==> config.mk <==
export PLATFORM = sky130hd
export DESIGN_NAME = lsu_bus_ctrl
export DESIGN_NICKNAME = d
export VERILOG_FILES = /design/src/rtl/lsu_pkg.sv /design/src/rtl/lsu_lane_align.sv /design/src/rtl/lsu_bus_ctrl.sv
export SDC_FILE = /design/constraint.sdc
export NUM_CORES = 1
export LEC_CHECK = 0
export CORE_MARGIN = 5
export CORE_UTILIZATION = 44
export CTS_BUF_LIST = sky130_fd_sc_hd__clkbuf_4 sky130_fd_sc_hd__clkbuf_8 sky130_fd_sc_hd__clkbuf_16
export DETAILED_ROUTE_END_ITERATION = 12
export PLACE_DENSITY = 0.87
export RECOVER_POWER = 50
export SLEW_MARGIN = 30
export SYNTH_ARGS = -nofsm -noshare
export SYNTH_HDL_FRONTEND = slang
export SYNTH_HIERARCHICAL = 1
export SYNTH_SLANG_ARGS = --single-unit
==> constraint.sdc <==
create_clock -name clk -period 3 [get_ports clk]
set_input_delay 0.6 -clock clk [delete_from_list [all_inputs] [get_ports clk]]
set_output_delay 0.6 -clock clk [all_outputs]
set_load 0.1 [all_outputs]
==> src/rtl/lsu_pkg.sv <==
// Shared types and constants for the load/store bus controller.
package lsu_pkg;

  typedef enum logic [1:0] {
    IDLE = 2'd0,
    BUSY = 2'd1,
    DONE = 2'd2,
    ERR  = 2'd3
  } lsu_state_e;

  // store_sel encodings; 2'b11 is treated as a word access
  localparam logic [1:0] SZ_B = 2'b00;
  localparam logic [1:0] SZ_H = 2'b01;
  localparam logic [1:0] SZ_W = 2'b10;

  localparam int unsigned LSU_TIMEOUT_DEF = 16;

endpackage

==> src/rtl/lsu_lane_align.sv <==
// Byte-lane steering for the LSU: store data replication, byte enables,
// misalignment detection and right-alignment of the returned load word.
module lsu_lane_align
  import lsu_pkg::*;
(
  input  logic [1:0]  size_i,
  input  logic [1:0]  addr_lo_i,
  input  logic        is_store_i,
  input  logic [31:0] st_data_i,
  input  logic [1:0]  ld_off_i,
  input  logic [31:0] ld_word_i,
  output logic [31:0] st_wdata_o,
  output logic [3:0]  be_o,
  output logic        misalign_o,
  output logic [31:0] ld_data_o
);

  always_comb begin
    st_wdata_o = st_data_i;
    be_o       = 4'b1111;
    misalign_o = 1'b0;
    case (size_i)
      SZ_B: begin
        st_wdata_o = {4{st_data_i[7:0]}};
        be_o       = 4'b0001 << addr_lo_i;
      end
      SZ_H: begin
        st_wdata_o = {2{st_data_i[15:0]}};
        be_o       = addr_lo_i[1] ? 4'b1100 : 4'b0011;
        misalign_o = addr_lo_i[0];
      end
      default: misalign_o = |addr_lo_i;
    endcase
    // loads always fetch the whole word; sizing happens downstream
    if (!is_store_i) be_o = 4'b1111;
  end

  assign ld_data_o = ld_word_i >> {ld_off_i, 3'b000};

endmodule

==> src/rtl/lsu_bus_ctrl.sv <==
// Load/store bus controller: one registered req/ack transaction per datapath access.
// Optional bus timeout abort is enabled with the LSU_TIMEOUT_EN macro.
//
//   state | meaning
//   IDLE  | no bus activity, waiting for an aligned request
//   BUSY  | bus_req high, waiting for bus_ack
//   DONE  | one cycle, load result presented, stall released
//   ERR   | one cycle, transaction aborted by timeout (LSU_TIMEOUT_EN only)
module lsu_bus_ctrl
  import lsu_pkg::*;
#(
  parameter int unsigned TIMEOUT = LSU_TIMEOUT_DEF
) (
  input  logic        clk,
  input  logic        rst,
  input  logic        mem_rd,
  input  logic        mem_wr,
  input  logic [1:0]  store_sel,
  input  logic [31:0] addr_to_mem,
  input  logic [31:0] data_to_mem,
  output logic [31:0] data_mem_out,
  output logic        stall,
  output logic        misalign,
  output logic        bus_err,
  output logic        bus_req,
  output logic        bus_we,
  output logic [31:0] bus_addr,
  output logic [31:0] bus_wdata,
  output logic [3:0]  bus_be,
  input  logic [31:0] bus_rdata,
  input  logic        bus_ack
);

  if (TIMEOUT < 1) begin : g_bad_timeout
    $error("lsu_bus_ctrl: TIMEOUT must be at least 1");
  end

  lsu_state_e  state_q, state_d;
  logic        req, is_store, mis_raw, issue, ack_hit, timeout_hit;
  logic [31:0] st_wdata, ld_data;
  logic [3:0]  st_be;
  logic        bus_req_q, bus_we_q;
  logic [31:0] bus_addr_q, bus_wdata_q, data_q;
  logic [3:0]  bus_be_q;
  logic [1:0]  off_q;

  assign req      = mem_rd | mem_wr;
  assign is_store = mem_wr;

  lsu_lane_align u_align (
    .size_i     (store_sel),
    .addr_lo_i  (addr_to_mem[1:0]),
    .is_store_i (is_store),
    .st_data_i  (data_to_mem),
    .ld_off_i   (off_q),
    .ld_word_i  (bus_rdata),
    .st_wdata_o (st_wdata),
    .be_o       (st_be),
    .misalign_o (mis_raw),
    .ld_data_o  (ld_data)
  );

  assign issue    = (state_q == IDLE) && req && !mis_raw;
  assign ack_hit  = (state_q == BUSY) && bus_ack;
  assign misalign = (state_q == IDLE) && req && mis_raw;
  assign stall    = issue || (state_q == BUSY);

`ifdef LSU_TIMEOUT_EN
  localparam int unsigned TW = $clog2(TIMEOUT + 1);
  logic [TW-1:0] tmr_q;
  logic          bus_err_q;

  // down-counter loaded on issue; terminal count on the TIMEOUT-th BUSY cycle
  always_ff @(posedge clk or negedge rst) begin
    if (!rst) begin
      tmr_q     <= '0;
      bus_err_q <= 1'b0;
    end else begin
      bus_err_q <= timeout_hit;
      if (issue) begin
        tmr_q <= TW'(TIMEOUT - 1);
      end else if ((state_q == BUSY) && !bus_ack && (tmr_q != '0)) begin
        tmr_q <= tmr_q - 1'b1;
      end
    end
  end

  assign timeout_hit = (state_q == BUSY) && !bus_ack && (tmr_q == '0);
  assign bus_err     = bus_err_q;
`else
  assign timeout_hit = 1'b0;
  assign bus_err     = 1'b0;
`endif

  always_comb begin
    state_d = state_q;
    case (state_q)
      IDLE:    if (issue) state_d = BUSY;
      BUSY: begin
        if (bus_ack)          state_d = DONE;
        else if (timeout_hit) state_d = ERR;
      end
      DONE:    state_d = IDLE;
      default: state_d = IDLE;
    endcase
  end

  always_ff @(posedge clk or negedge rst) begin
    if (!rst) begin
      state_q     <= IDLE;
      bus_req_q   <= 1'b0;
      bus_we_q    <= 1'b0;
      bus_addr_q  <= '0;
      bus_wdata_q <= '0;
      bus_be_q    <= '0;
      off_q       <= '0;
      data_q      <= '0;
    end else begin
      state_q <= state_d;
      if (issue) begin
        bus_req_q   <= 1'b1;
        bus_we_q    <= is_store;
        bus_addr_q  <= {addr_to_mem[31:2], 2'b00};
        bus_wdata_q <= is_store ? st_wdata : '0;
        bus_be_q    <= st_be;
        off_q       <= addr_to_mem[1:0];
      end else if (ack_hit || timeout_hit) begin
        bus_req_q <= 1'b0;
      end
      if (ack_hit && !bus_we_q) begin
        data_q <= ld_data;
      end else if (timeout_hit) begin
        data_q <= '0;
      end
    end
  end

  assign bus_req      = bus_req_q;
  assign bus_we       = bus_we_q;
  assign bus_addr     = bus_addr_q;
  assign bus_wdata    = bus_wdata_q;
  assign bus_be       = bus_be_q;
  assign data_mem_out = misalign ? '0 : data_q;

endmodule

# Word level (Yosys, flattened, before mapping)
# Cells that the tools add are included.
# word_totals
inputBits,103
reg_bits,104
out_inout_bits,105
# op_classes
bitwise_logic,1
n_eq_ne,4
n_shift,2
n_reduce_logical,13
mux,12
# ops
operator,count
32-bit 2-to-1 mux,2
32-bit one-hot mux with 2 select lines,1
32-bit by 5-bit >> shifter with 32-bit output,1
4-bit 2-to-1 mux,2
4-bit one-hot mux with 2 select lines,1
1-bit logical AND,5
2-bit by 1-bit equality test with 1-bit output (second input constant),2
2-bit zero test,2
2-bit 2-to-1 mux,2
2-bit != test (second input constant),2
2-bit one-hot mux with 2 select lines,1
1-bit by 2-bit left shift with 4-bit output (first input constant),1
1-bit zero test,2
1-bit 2-to-1 mux,2
1-bit one-hot mux with 2 select lines,1
2-bit AND reduction,1
2-bit nonzero test,1
2-bit OR reduction,1
1-bit logical OR,1
1-bit OR,1

# Depth between registers and ports, before layout
# Gate-level depths: netlist of the first run.
# depth
depth_word,6
ltp_mapped,8
mapped_depth_nobuf,4

# Cells and area by module
# Netlist of the first run, hierarchy kept.
# by_module_without_submodules
module,area_each_um2,cells_per_inst,n_inst
lsu_bus_ctrl,4361.7,334,1
lsu_lane_align,1021.0,129,1

# Worst setup path before layout of the first run
# No wires, ideal clock.
# synth_timing
path_kind,in2out
from,in store_sel[1]
to,out stall
arrival_ns,2.460
t_required_ns,2.400
n_path_buf,4
cell_stages,8
setup_slack_ns,-0.060
path_cell_list,buf_4 -> buf_2 -> a21oi_1 -> nor2_1 -> nor4_1 -> buf_2 -> buf_4 -> nand2b_1
# synth_via
elab_chain_len,5
# synth_lines
item,line,source
"start, declared",lsu_bus_ctrl.sv:18,"input logic [1:0] store_sel,"
2-bit by 1-bit equality test with 1-bit output or 2-bit zero test (tied branches),lsu_lane_align.sv:22,case (size_i)
1-bit one-hot mux with 2 select lines *,lsu_lane_align.sv:22,
named net mis_raw,lsu_bus_ctrl.sv:39,"logic req, is_store, mis_raw, issue, ack_hit, timeout_hit;"
1-bit zero test *,lsu_bus_ctrl.sv:63,assign issue = (state_q == IDLE) && req && !mis_raw;
1-bit logical AND *,lsu_bus_ctrl.sv:63,
1-bit logical OR *,lsu_bus_ctrl.sv:66,assign stall = issue || (state_q == BUSY);
"end, declared",lsu_bus_ctrl.sv:22,"output logic stall,"
# Mark *: on every way through the listed nets, which the timed path passes. The rest lies on a longest branch.

# Worst setup path after layout of the first run
# layout_timing
from,in mem_wr
to,out data_mem_out[11]
# layout_via
elab_chain_len,4
# layout_lines
item,line,source
"start, declared",lsu_bus_ctrl.sv:17,"input logic mem_wr,"
1-bit OR,lsu_bus_ctrl.sv:47,assign req = mem_rd | mem_wr;
1-bit logical AND (2 in series),lsu_bus_ctrl.sv:65,assign misalign = (state_q == IDLE) && req && mis_raw;
32-bit 2-to-1 mux,lsu_bus_ctrl.sv:143,assign data_mem_out = misalign ? '0 : data_q;
"end, declared",lsu_bus_ctrl.sv:21,"output logic [31:0] data_mem_out,"
# No other way between the ends.

==> results.py, run 1 <==
metrics = {
    "global_route": {
        "met2_usage_pct": 34.5,
        "grt_remaining_overflow": 0,
        "grt_busiest_layer": "met2",
        "use_met3_pct": 4.58,
        "grt_use_total_pct": 19.9,
        "met1_usage_pct": 24.3,
        "antenna_found_initial": 0,
        "grt_pass1_wl_mm": 22.9,
        "grt_pass1_vias": 4266,
        "grt_max_degree": 60,
    },
    "yosys": {
        "ys_seq_area_share_pct": 48.3,
        "synth_fa_ha_area_share_pct": 0,
        "synthTopCellsByCount": "dfrtp_1 (104), mux2_2 (80), mux2i_1 (72)",
        "yosysWarningCount": 6,
        "synth_seq_cells": 104,
        "synthXorXnorAreaFrac_pct": 0,
        "synth.distinct_cells": 26,
        "synth_top_area_cell": "dfrtp_1",
        "synthSimpleGateAreaFrac_pct": 9.76,
        "ys.flop_type": "dfrtp_1",
        "synthArstFlopShare_pct": 100,
        "synth-compound-area-share_pct": 2.79,
        "netlist_area_um2": 5380,
        "ys_top_cells_by_area": "dfrtp_1 (48%), mux2_2 (17%), mux2i_1 (13%), and2_1 (4.6%), buf_4 (3.2%)",
        "synth_top_family_by_area": "multiplexers",
        "avgSynthCellArea_um2": 11.6,
        "synth_edf_count": 0,
        "synth_mux_area_share_pct": 31.2,
        "yosys.area.top_type_share_pct": 48.3,
        "netlist_instances": 463,
        "yosys.cell_count.top_type": "dfrtp_1",
    },
    "routing": {
        "routed_wl_mm": 15.4,
        "drtIter0Drc": 207,
        "detail-route-antenna-nets": 0,
        "firstDrtPassIters": 4,
        "avgRoutedWirePerCell_um": 19.0,
        "vias_per_cell": 5.15,
        "drc": 0,
        "vias": 4180,
    },
    "cells_and_area": {
        "synthToLayoutAreaGrowth_pct": 45.7,
        "num_antenna_cells": 0,
        "fin_nets": 762,
        "drive_above_1_share_pct": 28.6,
    },
    "sta": {
        "hold_viol": 0,
        "fin_skew_ns": 0.00910,
        "min_period_over_period_pct": 94.1,
        "tightest_slew_ns": 1.29,
        "fin_crit_ns": 2.82,
        "relSlewSlack_pct": 14.1,
        "drv_slew": 0,
        "timing.fmax_ghz": 0.354,
        "rsz0062_at_grt": "no",
        "setup_viol": 0,
        "fin_tns_setup_ns": 0,
    },
    "clock_network": {
        "cts.sinks": 104,
        "cts-hold-fix-buffers": 0,
        "cts_tree": "done",
        "clk_latency_ns": 0.34,
        "cts.clk_slew.worst_paths_ns": 0.08,
        "cts_buffers": 9,
        "htreeDepth": 3,
        "root_buffer": "clkbuf_16",
        "clockBufferDepth": 2,
    },
    "job": {
        "drv_cap": 0,
    },
    "worst_setup_path": {
        "critPathLaunchType": "input port",
        "cp.required_ns": 2.40,
        "critPathMaxFanout": 6,
        "critPathCaptureType": "output port",
        "critPathKind": "input port to output port",
        "arrival_ns": 2.22,
    },
    "floorplan": {
        "start_util_pct": 44.8,
        "num_rows": 40,
        "ios": 208,
        "dieArea_um2": 14500,
        "core_um2": 12000,
        "die_h_um": 121,
        "fp.dieW_um": 121,
    },
    "placement": {
        "port_buffers": 204,
        "place_congestion": 0.846,
        "hpwl_mm": 11.4,
    },
    "run_status": {
        "status": "finished clean",
    },
    "min_path": {
        "hold_path_class": "input port to async pin",
    },
}
## worst max-delay path, stage by stage
cell	delay, ns
clkdlybuf4s50_1	0.49
nor2_1	0.15
or4b_4	0.58
and2_1	0.22
buf_12	0.17
## per-stage QoR
step                cell area, um2  utilization (%)  cells  hold slack, ns  setup WS (ns)
global placement              7620             63.4    790           0.468        -0.0102
finish                        7840             65.3    811           0.480          0.178
detailed placement            7620             63.4    790           0.471        -0.0580
CTS                           7930             66.0    806           0.281        -0.0602
global route                  7840             65.3    811           0.506         0.0901
floorplan                     5390                -    465           0.304         0.0670
## sequential cells by signal (all words and copies together) (netlist names)
name       flops
state_q        2
bus_be         4
bus_addr      30
off_q          2
bus_req        1
bus_wdata     32
bus_we         1
data_q        32
## worst paths after layout
path	cells after the start	end	start	slack (ns)
max in group asynchronous	2	data_q[8]	rst	0.61
min in group clk	1	bus_req	bus_req	0.48
min reg2reg	1	bus_req	bus_req	0.48
min	1	bus_addr[24]	rst	0.48
max	5	data_mem_out[11]	mem_wr	0.18
max reg2reg	5	bus_wdata[16]	state_q[1]	0.97
## routing by layer
layer  wire, um  up-vias  share of wire (%)
li1           -     1940                  -
met1       6190     2026                 40
met2       7840      185                 51
met3       1040       29                6.8
met4        355        0                2.3
met5          0        -                  0
## area by class of cell
cell class	count	area, um2
clock buffers	10	233
clock inverters	6	75.1
multi-input cells	290	2470
repair buffers	219	2140
inverters	35	131
well taps	147	184
flip-flops and latches	104	2600
fillers	956	4170
## what timing repair did
action / in CTS / in global routing
resized for setup: 0 / 26
setup endpoints to repair: 32 / 33
setup buffers: 0 / 1
pin swaps: 0 / 9
gates cloned: 0 / 4
## cell usage in the layout (no fill, tap or decap), drive strengths merged
cell type | synthesis | layout
dfrtp | 104 | 104
clkdlybuf4s50 | 0 | 96
mux2 | 85 | 85
mux2i | 72 | 72
buf | 37 | 67
clkbuf | 3 | 61
nand2 | 40 | 40
and2 | 40 | 40
inv | 35 | 38
nor2 | 15 | 15
o21ai | 12 | 12
o2bb2ai | 8 | 8
or4b | 1 | 5
dlymetal6s2s | 0 | 4
conb | 1 | 3
nor2b | 3 | 3
nand2b | 2 | 2
nor4 | 1 | 1
nand3b | 1 | 1
o21bai | 1 | 1
a21o | 1 | 1
clkinv | 0 | 1
clkinvlp | 0 | 1
bufinv | 0 | 1
dlygate4sd3 | 0 | 1
a21oi | 1 | 1
## cell families (layout without fill, tap and decap cells)
| logic type | count (synthesis) | count (layout) |
|---|---|---|
| muxes | 157 | 157 |
| DFF | 104 | 104 |
| and+or+nand+nor | 103 | 107 |
| buffers and inverters | 75 | 270 |
| AOI/OAI and AO/OA | 23 | 23 |
| other | 1 | 3 |
Power of run 1 is not shown: default switching activity piles up to over one toggle a cycle in this logic, so the estimate is an artifact.
==> inputs of run 2 (changes only) <==
==> constraint.sdc (replaced) <==
create_clock -name clk -period 3 [get_ports clk]
set_input_delay 0.6 -clock clk [delete_from_list [all_inputs] [get_ports clk]]
set_output_delay 0.6 -clock clk [all_outputs]
set_load 0.01 [all_outputs]
==> run 2 against run 1 <==
Setup slack worse by 0.090 ns. Fmax decreased by 3.1%. Critical path depth grew 1. Routed wire length shrank 0.58%. Die area did not move. Sequential cell count unchanged. Worst hold slack got worse by 0.0084 ns. Utilization increased by 0.24 points. Clock skew is 0.0011 ns higher.
==> results.py, run 2 (synthesized netlist as in run 1, its figures left out) <==
metrics = {
    "sta": {
        "relSlewSlack_pct": 13.4,
        "setup_slack_ns": 0.0877,
        "min_period_over_period_pct": 97.1,
        "drv_slew": 0,
        "fin_skew_ns": 0.0102,
        "setup_viol": 0,
        "fin_crit_ns": 2.91,
        "timing.fmax_ghz": 0.343,
        "tightest_slew_ns": 1.30,
        "rsz0062_at_grt": "no",
        "hold_viol": 0,
        "holdWs_ns": 0.471,
    },
    "worst_setup_path": {
        "crit_slowest_cell": "or4b_4",
        "cp.required_ns": 2.40,
        "path_cells": "clkdlybuf4s50_1 > nor2_4 > or4b_4 > buf_4 > and2_1 > dlygate4sd2_1",
        "critPathCaptureType": "output port",
        "critPathMaxFanout": 6,
        "max_stage_delay_ns": 0.52,
        "critPathLaunchType": "input port",
        "arrival_ns": 2.31,
        "critPathKind": "input port to output port",
    },
    "routing": {
        "avgRoutedWirePerCell_um": 18.8,
        "drtIter0Drc": 282,
        "vias": 4239,
        "routed_wl_mm": 15.3,
        "detail-route-antenna-nets": 0,
        "firstDrtPassIters": 4,
        "vias_per_cell": 5.19,
        "drc": 0,
    },
    "placement": {
        "port_buffers": 204,
        "place_congestion": 0.893,
        "place_ws_ns": -0.324,
        "hpwl_mm": 11.1,
    },
    "run_status": {
        "status": "finished clean",
    },
    "cells_and_area": {
        "synthToLayoutAreaGrowth_pct": 46.2,
        "post-route-util_pct": 65.5,
        "final_cell_mix": "clkdlybuf4s50_1 (114), dfrtp_1 (104), mux2_2 (80)",
        "fin_nets": 767,
        "drive_above_1_share_pct": 19.6,
        "nFillCells": 926,
        "final_common_cell": "clkdlybuf4s50_1",
    },
    "global_route": {
        "antenna_found_initial": 1,
        "grt_remaining_overflow": 0,
        "grt_pass1_vias": 4520,
        "grt_pass1_wl_mm": 23.8,
        "grt_max_degree": 59,
        "grt_use_total_pct": 20.8,
    },
    "power_and_ir_drop": {
        "peakVddDrop_mv": 0.411,
        "power_mw": 6.50,
        "p_per_area_nw_per_um2": 826,
        "leakagePower_nw": 3.60,
    },
    "clock_network": {
        "clockBufferDepth": 2,
        "cts.sinks": 104,
        "htreeDepth": 3,
        "cts_buffers": 9,
        "root_buffer": "clkbuf_16",
        "cts_tree": "done",
        "cts.clk_slew.worst_paths_ns": 0.07,
        "clk_latency_ns": 0.34,
    },
    "floorplan": {
        "core_um2": 12000,
        "ios": 208,
        "start_util_pct": 44.8,
        "dieArea_um2": 14500,
        "die_h_um": 121,
        "fp.dieW_um": 121,
        "num_rows": 40,
    },
    "min_path": {
        "hold_path_class": "input port to async pin",
    },
    "job": {
        "drv_cap": 0,
    },
}
run 2: cell type report:
type / count / area [um2] / share of cell area, %
Clock inverter: 6 / 97.6 / 1.24
Timing Repair Buffer: 224 / 2160 / 27.5
Inverter: 35 / 131 / 1.67
Antenna cell: 1 / 2.50 / 0.0318
Sequential cell: 104 / 2600 / 33.1
Tap cell: 147 / 184 / 2.34
Clock buffer: 10 / 239 / 3.04
Multi-Input combinational cell: 290 / 2450 / 31.1
run 2: power breakdown:
| group | total (mW) | leakage, nW | internal (mW) | switching, mW |
|---|---|---|---|---|
| logic | 2.83 | 2.15 | 1.62 | 1.21 |
| registers | 2.36 | 1.28 | 1.98 | 0.380 |
| clock network | 1.31 | 0.166 | 0.768 | 0.541 |
| total | 6.50 | 3.60 | 4.37 | 2.13 |
run 2: repair_timing:
item | 4_1_cts | 5_1_grt
buffers inserted | 6 | 0
resized for setup | 54 | 7
pin swaps | 1 | 1
hold buffers | 0 | 0
cloned | 4 | 0
setup endpoints to repair | 34 | 16
run 2: metrics by stage:
step	area, um2	TNS (ns)	cells
after floorplan	5390	0	465
after global placement	7450	-10.18	790
after detailed placement	7450	-13.28	790
after CTS	7860	0	816
after global routing	7870	0	817
final	7870	0	817
run 2: critical path: cells and delay by family:
| kind | cells | cell delay [ns] |
|---|---|---|
| buf+inv | 3 | 0.96 |
| simple gates | 3 | 0.75 |
run 2: routing by layer:
| metal | wire length, um | GRT usage [%] | vias up | share of wire [%] |
|---|---|---|---|---|
| met4 | 490 | 8.43 | 0 | 3.2 |
| met2 | 7480 | 34.8 | 184 | 49 |
| met1 | 6090 | 24.9 | 2063 | 40 |
| met5 | 0 | 0 | - | 0 |
| li1 | - | - | 1957 | - |
| met3 | 1280 | 6.59 | 35 | 8.3 |
run 2: path summary, 6_finish.rpt:
path                             from                to  slack [ns]  cells after the start
setup reg to reg           state_q[0]     bus_wdata[12]        0.67                      4
min in group clk           data_q[28]        data_q[28]        0.48                      1
setup / recovery               mem_rd  data_mem_out[18]        0.09                      6
hold / removal                    rst      bus_addr[29]        0.47                      1
hold reg to reg            data_q[28]        data_q[28]        0.48                      1
max in group asynchronous         rst      bus_wdata[0]        0.62                      2
(Power assumes the default switching activity.)
==> patch: new RTL, settings of run 2 <==
Add a define of `LSU_TIMEOUT_EN`.
--- a/src/rtl/lsu_bus_ctrl.sv
+++ b/src/rtl/lsu_bus_ctrl.sv
@@ -6,6 +6,8 @@
 //   BUSY  | bus_req high, waiting for bus_ack
 //   DONE  | one cycle, load result presented, stall released
 //   ERR   | one cycle, transaction aborted by timeout (LSU_TIMEOUT_EN only)
+`define LSU_TIMEOUT_EN
+
 module lsu_bus_ctrl
   import lsu_pkg::*;
 #(
Formal check against the unedited RTL: no difference found for any inputs over 10 cycles, from zero or initial values and one cycle with rst low; that may be too few to reach the edited logic, so the function may still have changed.
==> patch against run 2 <==
  * The run now ends with capacitance limit, slew limit left
  * Sequential cell count is 6 higher
  * Clock power is 9.9% lower
  * Area after synthesis is 8.7% higher
  * Critical path depth stayed put
  * Routed wire length is 4.8% higher
  * Setup slack better by 0.040 ns
  * Power is 11% higher
  * Cell area is 5.0% higher
  * Largest cell class unchanged
  * Largest power group unchanged
==> patch: results (changes against run 2) <==
[grt]
grt_max_degree=66  ; +12%
grt_pass1_wl_um=26140  ; +10%
use_met1_pct=24.53  ; -0.34 points
track_usage_pct=20.51  ; -0.29 points
grt_use_met2_pct=34.58  ; -0.18 points
grt_pass1_vias=5083  ; +12%
use_met3_pct=6.652  ; +0.058 points

[setup_path]
endpoint=data_mem_out[19]
rrSetupSlack_ns=0.92  ; +0.25 ns
arrival_ns=2.27  ; -0.04 ns
rr_worst_depth=5  ; +1
cp_max_fo=33  ; +27
rr_endpoint=tmr_q[0]
cpMaxStageDelayCell=clkdlybuf4s50_1
crit-reg2reg-launch=tmr_q[0]

[logic_synthesis]
ys_seq_area_share_pct=47.03  ; -1.3 points
ys_top_cells_by_count=110 x dfrtp_1, 42 x nand2_1, 41 x mux2i_1, 40 x and2_1, 40 x o2bb2ai_1
ys_types=38  ; +46%
synthTopCellsByArea=dfrtp_1 47%, mux2_4 9.5%, mux2i_1 7.0%, o2bb2ai_1 6.0%, and2_1 4.3%

[power]
ir_worst_vdd_mv=0.3805  ; -7.5%
p_leak_nw=3.585  ; -0.44%

[placed_design]
place_area_sq_mm=0.007993  ; +7.3%
place_ws_ns=0.04854  ; +0.3721 ns
io_buffers=205  ; +0.49%
routabilityCongestion=0.8749  ; -2.0%

[worst_hold_path]
hold_class=reg -> reg

[layout]
final_design_area_no_fill_sq_mm=0.008263  ; +5.0%
n_fill_cell=1043  ; +13%
antenna_cells=0  ; -1
nNetsFinal=827  ; +7.8%
drive_gt1_share_pct=12.67  ; -6.9 points

[run]
max_cap_viol_count=1  ; +1

[sta]
setup_ws_ns=0.1280  ; +0.04031 ns
slew_viol_final=66  ; +66
whs_ns=0.5028  ; +0.03147 ns
skew_ns=0.008233  ; -0.001932 ns
slew_headroom_pct=-9.842  ; -23 points

[status]
violations=capacitance limit, slew limit
status=finished, violations left

[detailed_routing]
routed_wirelength_um=16070  ; +4.8%

## patch: cells by family after synthesis
family / after synthesis / synth area share (%)
other: 1 / 0.06407
buffers and inverters: 89 / 7.952
AND/OR/NAND/NOR: 151 / 14.41
multiplexers: 94 / 19.58
adder cells (fa/ha/maj): 1 / 0.2137
AO/OA/AOI/OAI: 93 / 10.75
flip-flops: 110 / 47.03
## patch: layout make-up
| type | instances | share of cell area (%) |
|---|---|---|
| Sequential cell | 110 | 33.31 |
| Multi-Input combinational cell | 341 | 31.95 |
| Timing Repair Buffer | 224 | 26.91 |
| Clock buffer | 10 | 2.892 |
| Tap cell | 176 | 2.665 |
| Inverter | 37 | 1.681 |
| Clock inverter | 4 | 0.5906 |
## patch: report_power, final
group / total, mW / internal (mW) / switching, mW
registers: 2.52 / 2.12 / 0.400
logic: 3.49 / 1.95 / 1.54
clock network: 1.18 / 0.660 / 0.525
## patch: repair_timing
| item | in CTS | in global routing |
|---|---|---|
| hold buffers | 0 | 0 |
| setup endpoints to repair | 0 | 33 |
| resized for setup | 0 | 1 |
| setup buffers | 0 | 1 |
## patch: per-stage QoR
stage / power [mW] / cells
floorplan: 4.384 / 540
global placement: 6.048 / 887
detailed placement: 6.180 / 887
CTS: 7.404 / 901
global route: 7.640 / 902
finish: 7.195 / 902
## patch: worst max-delay path, delay by kind of cell
kind	cells	cell delay (ns)
AND/OR/NAND/NOR	3	0.54
buffers and inverters	3	1.12
## patch: routing by layer
metal  share of wire, %  up-vias  wire length [um]
li1                   -     2234                 -
met1                 41     2250              6651
met2                 49      169              7814
met3                7.8       26              1249
met4                2.2        0               353
met5                  0        -                 0
